==> config.mk <==
export PLATFORM = sky130hd
export DESIGN_NAME = imem_loader
export DESIGN_NICKNAME = d
export VERILOG_FILES = /design/src/rtl/imem_loader.sv
export SDC_FILE = /design/constraint.sdc
export NUM_CORES = 1
export LEC_CHECK = 0
export ABC_AREA = 0
export BUFFER_PORTS_ARGS = -buffer_cell sky130_fd_sc_hd__buf_2
export CAP_MARGIN = 15
export CORE_MARGIN = 2
export CORE_UTILIZATION = 50
export DETAILED_ROUTE_END_ITERATION = 7
export PLACE_DENSITY_LB_ADDON = 0.3
export SYNTH_ARGS = -nofsm -noshare
export SYNTH_HDL_FRONTEND = slang
export SYNTH_SLANG_ARGS = --single-unit
==> constraint.sdc <==
create_clock -name clk -period 8.5 [get_ports clk]
set_input_delay 2.55 -clock clk [delete_from_list [all_inputs] [get_ports clk]]
set_output_delay 2.55 -clock clk [all_outputs]
set_load 0.02 [all_outputs]
==> src/rtl/imem_loader.sv <==
// Boot loader: framed byte stream (LEN_LO, LEN_HI, LEN*4 data, XOR csum) -> I-mem word writes; core held until good frame.
// Write lands the cycle after the 4th byte of a word; byte_ready is state-decoded (no dependence on byte_valid).
module imem_loader #(
  parameter int DEPTH          = 64,
  parameter int ADDR_W         = 6,
  parameter int TIMEOUT_CYCLES = 1000000
) (
  input  logic              clk,
  input  logic              reset,
  input  logic              load_start,
  input  logic              byte_valid,
  input  logic [7:0]        byte_data,
  output logic              byte_ready,
  output logic              imem_we,
  output logic [ADDR_W-1:0] imem_waddr,
  output logic [31:0]       imem_wdata,
  output logic              core_hold,
  output logic              done,
  output logic              error,
  output logic [1:0]        error_code,
  output logic [ADDR_W:0]   words_loaded
);

  localparam int TMO_W = (TIMEOUT_CYCLES > 1) ? $clog2(TIMEOUT_CYCLES) + 1 : 1;
  localparam logic [TMO_W-1:0] TMO_LAST =
    TMO_W'((TIMEOUT_CYCLES > 0) ? TIMEOUT_CYCLES - 1 : 0);
  localparam logic [15:0] DEPTH_L = 16'(DEPTH);

  localparam logic [1:0] ERR_OVF  = 2'b01;
  localparam logic [1:0] ERR_CSUM = 2'b10;
  localparam logic [1:0] ERR_TMO  = 2'b11;

  typedef enum logic [2:0] {
    S_IDLE, S_LEN0, S_LEN1, S_DATA, S_CSUM, S_DONE, S_ERR
  } state_t;

  state_t              state_q, state_d;
  logic [15:0]         len_q, len_d;
  logic [1:0]          k_q, k_d;
  logic [23:0]         asm_q, asm_d;
  logic [7:0]          xor_q, xor_d;
  logic [TMO_W-1:0]    tmo_q, tmo_d;
  logic [ADDR_W:0]     wl_q, wl_d;
  logic                we_q, we_d;
  logic [ADDR_W-1:0]   waddr_q, waddr_d;
  logic [31:0]         wdata_q, wdata_d;
  logic [1:0]          code_q, code_d;
  logic                ready_q, hold_q, done_q, error_q;

  logic                accept;
  logic                active;
  logic [15:0]         len_full;

  assign active   = (state_q == S_LEN0) || (state_q == S_LEN1) ||
                    (state_q == S_DATA) || (state_q == S_CSUM);
  assign accept   = byte_valid && ready_q;
  assign len_full = {byte_data, len_q[7:0]};

  always_comb begin
    state_d = state_q;
    len_d   = len_q;
    k_d     = k_q;
    asm_d   = asm_q;
    xor_d   = xor_q;
    tmo_d   = tmo_q;
    wl_d    = wl_q;
    we_d    = 1'b0;
    waddr_d = waddr_q;
    wdata_d = wdata_q;
    code_d  = code_q;

    if (active) begin
      tmo_d = accept ? '0 : tmo_q + 1'b1;
    end

    unique case (state_q)
      S_IDLE, S_DONE, S_ERR: begin
        if (load_start) begin
          state_d = S_LEN0;
          len_d   = '0;
          k_d     = '0;
          asm_d   = '0;
          xor_d   = '0;
          tmo_d   = '0;
          wl_d    = '0;
          code_d  = '0;
        end
      end
      S_LEN0: begin
        if (accept) begin
          len_d[7:0] = byte_data;
          xor_d      = xor_q ^ byte_data;
          state_d    = S_LEN1;
        end
      end
      S_LEN1: begin
        if (accept) begin
          len_d  = len_full;
          xor_d  = xor_q ^ byte_data;
          if (len_full > DEPTH_L) begin
            state_d = S_ERR;
            code_d  = ERR_OVF;
          end else if (len_full == 16'd0) begin
            state_d = S_CSUM;
          end else begin
            state_d = S_DATA;
          end
        end
      end
      S_DATA: begin
        if (accept) begin
          xor_d = xor_q ^ byte_data;
          k_d   = k_q + 2'd1;
          unique case (k_q)
            2'd0: asm_d[7:0]   = byte_data;
            2'd1: asm_d[15:8]  = byte_data;
            2'd2: asm_d[23:16] = byte_data;
            default: begin
              we_d    = 1'b1;
              waddr_d = wl_q[ADDR_W-1:0];
              wdata_d = {byte_data, asm_q};
              wl_d    = wl_q + 1'b1;
              if (16'(wl_q) + 16'd1 == len_q) begin
                state_d = S_CSUM;
              end
            end
          endcase
        end
      end
      S_CSUM: begin
        if (accept) begin
          if (byte_data == xor_q) begin
            state_d = S_DONE;
          end else begin
            state_d = S_ERR;
            code_d  = ERR_CSUM;
          end
        end
      end
      default: state_d = S_IDLE;
    endcase

    // Idle stall mid-frame: the TIMEOUT_CYCLES-th consecutive idle cycle aborts.
    if (TIMEOUT_CYCLES != 0 && active && !accept && tmo_q == TMO_LAST) begin
      state_d = S_ERR;
      code_d  = ERR_TMO;
    end
  end

  always_ff @(posedge clk or posedge reset) begin
    if (reset) begin
      state_q <= S_IDLE;
      len_q   <= '0;
      k_q     <= '0;
      asm_q   <= '0;
      xor_q   <= '0;
      tmo_q   <= '0;
      wl_q    <= '0;
      we_q    <= 1'b0;
      waddr_q <= '0;
      wdata_q <= '0;
      code_q  <= '0;
      ready_q <= 1'b0;
      hold_q  <= 1'b1;
      done_q  <= 1'b0;
      error_q <= 1'b0;
    end else begin
      state_q <= state_d;
      len_q   <= len_d;
      k_q     <= k_d;
      asm_q   <= asm_d;
      xor_q   <= xor_d;
      tmo_q   <= tmo_d;
      wl_q    <= wl_d;
      we_q    <= we_d;
      waddr_q <= waddr_d;
      wdata_q <= wdata_d;
      code_q  <= code_d;
      ready_q <= (state_d == S_LEN0) || (state_d == S_LEN1) ||
                 (state_d == S_DATA) || (state_d == S_CSUM);
      hold_q  <= (state_d != S_DONE);
      done_q  <= (state_d == S_DONE);
      error_q <= (state_d == S_ERR);
    end
  end

  assign byte_ready   = ready_q;
  assign imem_we      = we_q;
  assign imem_waddr   = waddr_q;
  assign imem_wdata   = wdata_q;
  assign core_hold    = hold_q;
  assign done         = done_q;
  assign error        = error_q;
  assign error_code   = code_q;
  assign words_loaded = wl_q;

endmodule
==> out/results.md <==
| Group | Item | This run |
|:---|:---|:---|
| sta | Transition time of the tightest slew-check pin | 1.00 ns |
| sta | Setup tns final | 0 ns |
| sta | Max transition margin | 33.2% |
| pwr | Portion of total power attributed to the clock network | 34.5% |
| die | Die area | 13400 sq um |
| die | Floorplan die width | 116 um |
| pwr | Standby leakage power | 0.00358 uW |
| sta | Fin. Hold Viols | 0 |
| place | Setup WS pre-CTS | 2.63 ns |
| yosys | Cell taking the most area after synthesis | sky130_fd_sc_hd__dfrtp_1 |
| yosys | Synth unique cells | 62 |
| critical path | Endpoint of the most critical register-to-register path | byte_ready$_DFF_PP0_ |
| critical path | WP data arrival | 5.59 ns |
| yosys | Yosys synthesis warning count | 0 |
| yosys | Leading cell types by total area after synthesis | sky130_fd_sc_hd__dfrtp_1, sky130_fd_sc_hd__nand2_1, sky130_fd_sc_hd__o21ai_0 |
| drt | 1st-iter DRT viols | 378 |
| sta | Setup clock skew after layout | 0.00658 ns |
| clock network | H-tree depth reported by CTS | 4 |
| sta | Share of the cycle needed by the critical path after routing | 61.9% |
| clock network | CTS tree | built |
| clock network | Clock sink count | 126 |
| yosys | Most instantiated flip-flop cell in the synthesis netlist | sky130_fd_sc_hd__dfrtp_1 |
| run status | Status | finished clean |
| die | Ports placed on the boundary | 64 |
| run | Max-capacitance violation count | 0 |
| drt | Met3 Wirelength | 793 um |
| pwr | Switching power | 764 uW |
| yosys | Post-synth top area share | 50.3% |
| die | Area of the core region | 12100 sq um |
| yosys | Synthesized netlist cell count | 696 |
| sta | Max-slew violations | 0 |
| sta | Unrepaired setup endpoints after global routing | false |
| drt | Final wirelength | 14000 um |
| drt | Uppermost routed layer | met4 |
| global route | Wire length of the first global-routing pass | 23700 um |
| drt | Remaining antenna violation count | 0 |
| critical path | Worst setup SP type | input pin |
| yosys | Sequential area share after synthesis | 50.7% |
| yosys | Average instance area after synthesis | 8.94 sq um |
| yosys | Post-synth EDFFs | 0 |
| die | Chip height | 116 um |
| drt | Drt first pass iters | 5 |
| global route | Congestion Overflow GR | 0 |
| place | Routability cong. | 0.841 |
| yosys | Count of state elements after synthesis | 126 |
| clock network | Clock latency on the worst-skew pair | 0.41 ns |
| sta | Worst path setup slack after routing | 3.24 ns |
| drt | Via total after detailed routing | 5162 |
| clock network | Hold-fix buffers at CTS | 0 |
| min path | Min-delay src | asm_q[23]$_DFFE_PP0P_ |
| critical path | Crit path required time | 8.83 ns |
| global route | Antenna violations before repair | 0 |
| pwr | Overall power | 2260 uW |
| critical path | Cell count of the worst reg-to-reg path | 6 |
| pwr | Cell area power density | 312 nW/um^2 |
| sta | Achievable frequency | 190 MHz |
| critical path | Biggest fanout along the worst timing path | 48 |
| drt | WL per Instance | 15.3 um |
| place | Number of buffers inserted by port buffering | 63 |
| cells and area | Area growth from synthesis to layout | 16.3% |
| global route | Maximum number of pins on one net before global-route repair | 79 |
| drt | Routed length on met1 | 6330 um |
| cells and area | Total inserted antenna cells | 0 |
| global route | Via count of the first global-routing pass | 4958 |
| die | Number of rows created at floorplan | 40 |
| clock network | Post-cts repair resize count | 0 |
| pwr | Logic gate share of total power | 29.3% |
| pwr | Switching part of the total power | 33.9% |
| sta | Post-layout min period | 5.26 ns |
| pwr | Worst IR Drop VDD | 0.161 mV |
| pwr | Total internal power | 1490 uW |
| global route | Global Route Usage Sum | 22.5% |
| yosys | Area of the mapped netlist | 6220 sq um |
| yosys | Proportion of register bits with asynchronous set or reset after synthesis | 100% |
| drt | Remaining DRCs | 0 |
| min path | End point of the most critical hold path | imem_wdata[23]$_DFFE_PP0P_ |
| sta | Count of final setup violators | 0 |
| die | Initial core utilization | 51.6% |
| drt | Met2 Routed Length | 6770 um |
| yosys | Post-Syn Nets | 714 |
| cells and area | Fill cell count | 1007 |
| clock network | Number of buffers created by CTS | 17 |
| min path | Hold Path Class | flip-flop to flip-flop |
| clock network | Clock transition at the register clock pins on the worst setup and hold paths after CTS | 0.06 ns |
| critical path | Critical R2R Launch | state_q[0]$_DFF_PP0_ |
| clock network | Clock root buffer | sky130_fd_sc_hd__clkbuf_16 |
| cells and area | Share of final-layout standard cells stronger than drive strength 1 | 17.5% |
| drt | Post-detailed-route via-to-cell ratio | 5.63 |
| critical path | Type of destination of the critical path | flip-flop |
| critical path | Slack of the worst reg-to-reg path | 4.89 ns |
| min path | Number of instances on the worst hold path | 2 |
| critical path | Critical path class | input pin to flip-flop |
| clock network | Maximum root-to-sink buffer count | 2 |
| place | Placed wire-length estimate | 9450 um |
| pwr | Power share of the sequential group | 36.2% |
| cells and area | Total number of nets in the final design | 755 |
| clock network | Setup bufs post-CTS | 0 |
[power groups by stage]
stage / clock, uW / combinational [uW] / sequential, uW
final: 779 / 661 / 816
after CTS: 787 / 664 / 816
after global routing: 815 / 746 / 833
after detailed placement: 0 / 659 / 824
after floorplan: 0 / 551 / 786
after global placement: 0 / 643 / 816
[registers in the layout (all words and copies together), names as in the netlist]
register	flops
asm_q	24
byte_ready	1
core_hold	1
done	1
error	1
error_code	2
imem_waddr	6
imem_wdata	32
imem_we	1
k_q	2
len_q	16
state_q	3
tmo_q	21
words_loaded	7
xor_q	8
[cell usage in the layout, fill, tap and decap left out, types with 7 or more instances in the layout]
cell type and count:
sky130_fd_sc_hd__a31oi_1 8, sky130_fd_sc_hd__o21ai_0 67, sky130_fd_sc_hd__mux2_2 24, sky130_fd_sc_hd__clkbuf_16 17, sky130_fd_sc_hd__and3_1 12, sky130_fd_sc_hd__nor4_1 7, sky130_fd_sc_hd__nand3_1 18, sky130_fd_sc_hd__and2_1 12
sky130_fd_sc_hd__nor2_1 48, sky130_fd_sc_hd__nand2_1 181, sky130_fd_sc_hd__dfrtp_1 125, sky130_fd_sc_hd__nand4_1 9, sky130_fd_sc_hd__a21oi_1 34, sky130_fd_sc_hd__buf_2 63, sky130_fd_sc_hd__nand2b_1 13
[layout make-up]
cell class              instances  area, sq um  share of cell area (%)
multi-input cells             519         2850                    39.4
inverters                       8         32.5                   0.450
flip-flops and latches        126         3150                    43.6
clock buffers                  21          450                    6.23
clock inverters                10          188                    2.59
repair buffers                 65          350                    4.84
well taps                     168          210                    2.91
[routing by layer]
metal	GRT usage, %	vias up
met2	37.8	161
met4	6.43	0
met3	5.86	15
met5	0	-
met1	28.9	2515
li1	-	2471
[Yosys cell counts, types with 3 or more instances]
cell                       instances
sky130_fd_sc_hd__buf_2             8
sky130_fd_sc_hd__clkbuf_1         24
sky130_fd_sc_hd__buf_1             6
sky130_fd_sc_hd__nor3_1            5
sky130_fd_sc_hd__xor2_1            3
sky130_fd_sc_hd__o21ai_0          67
sky130_fd_sc_hd__nor4_1            7
sky130_fd_sc_hd__inv_1             7
sky130_fd_sc_hd__and3_1           12
sky130_fd_sc_hd__nand4_1           9
sky130_fd_sc_hd__buf_4             3
sky130_fd_sc_hd__a31oi_1           8
sky130_fd_sc_hd__mux2_2           24
sky130_fd_sc_hd__nand2_1         181
sky130_fd_sc_hd__ha_1              6
sky130_fd_sc_hd__a22o_1            6
sky130_fd_sc_hd__nand3_1          19
sky130_fd_sc_hd__xnor2_1           6
sky130_fd_sc_hd__o21a_1            5
sky130_fd_sc_hd__a21oi_1          34
sky130_fd_sc_hd__or3_1             4
sky130_fd_sc_hd__nor2b_1           3
sky130_fd_sc_hd__a22oi_1           6
sky130_fd_sc_hd__and2_1           12
sky130_fd_sc_hd__dfrtp_1         125
sky130_fd_sc_hd__and4_1            3
sky130_fd_sc_hd__nor2_1           48
sky130_fd_sc_hd__nand2b_1         13
sky130_fd_sc_hd__a211oi_1          3
[cells by family (layout without fill, tap and decap cells)]
group,count (synthesis),in the layout,synth area share (%)
flip-flops,126,126,50.7
multiplexers,26,26,4.67
adder cells (fa/ha/maj),6,6,1.21
XOR/XNOR,10,10,1.53
AO/OA/AOI/OAI,146,146,13.9
buffers and inverters,51,104,3.56
AND/OR/NAND/NOR,331,331,24.5
[worst max-delay path by stage]
stage               start                           to  slack [ns]  cells after the start
2_1_floorplan       reset         asm_q[0]$_DFFE_PP0P_        2.60                      1
3_3_place_gp   byte_valid  words_loaded[1]$_DFFE_PP0P_        2.74                      5
3_5_place_dp   byte_valid  words_loaded[6]$_DFFE_PP0P_        2.63                      6
4_1_cts        byte_valid  words_loaded[6]$_DFFE_PP0P_        3.07                      6
5_1_grt        byte_valid         byte_ready$_DFF_PP0_        2.99                      6
6_report       byte_valid         byte_ready$_DFF_PP0_        3.24                      6
[critical path, stage by stage]
cell and delay (ns):
sky130_fd_sc_hd__buf_2 0.09, sky130_fd_sc_hd__and2_1 0.78, sky130_fd_sc_hd__nand3_2 1.00, sky130_fd_sc_hd__o221a_2 0.68
sky130_fd_sc_hd__or3_1 0.32, sky130_fd_sc_hd__a21boi_1 0.15
[stage by stage]
step	hold slack [ns]	utilization [%]	cell area [sq um]	instances
final	0.462	60.0	7240	917
after floorplan	0.435	-	6220	696
after CTS	0.469	59.8	7210	916
after global placement	0.450	54.5	6570	885
after global routing	0.490	60.0	7240	917
after detailed placement	0.457	54.5	6570	885
No activity file was read; power rests on OpenSTA's default activity.
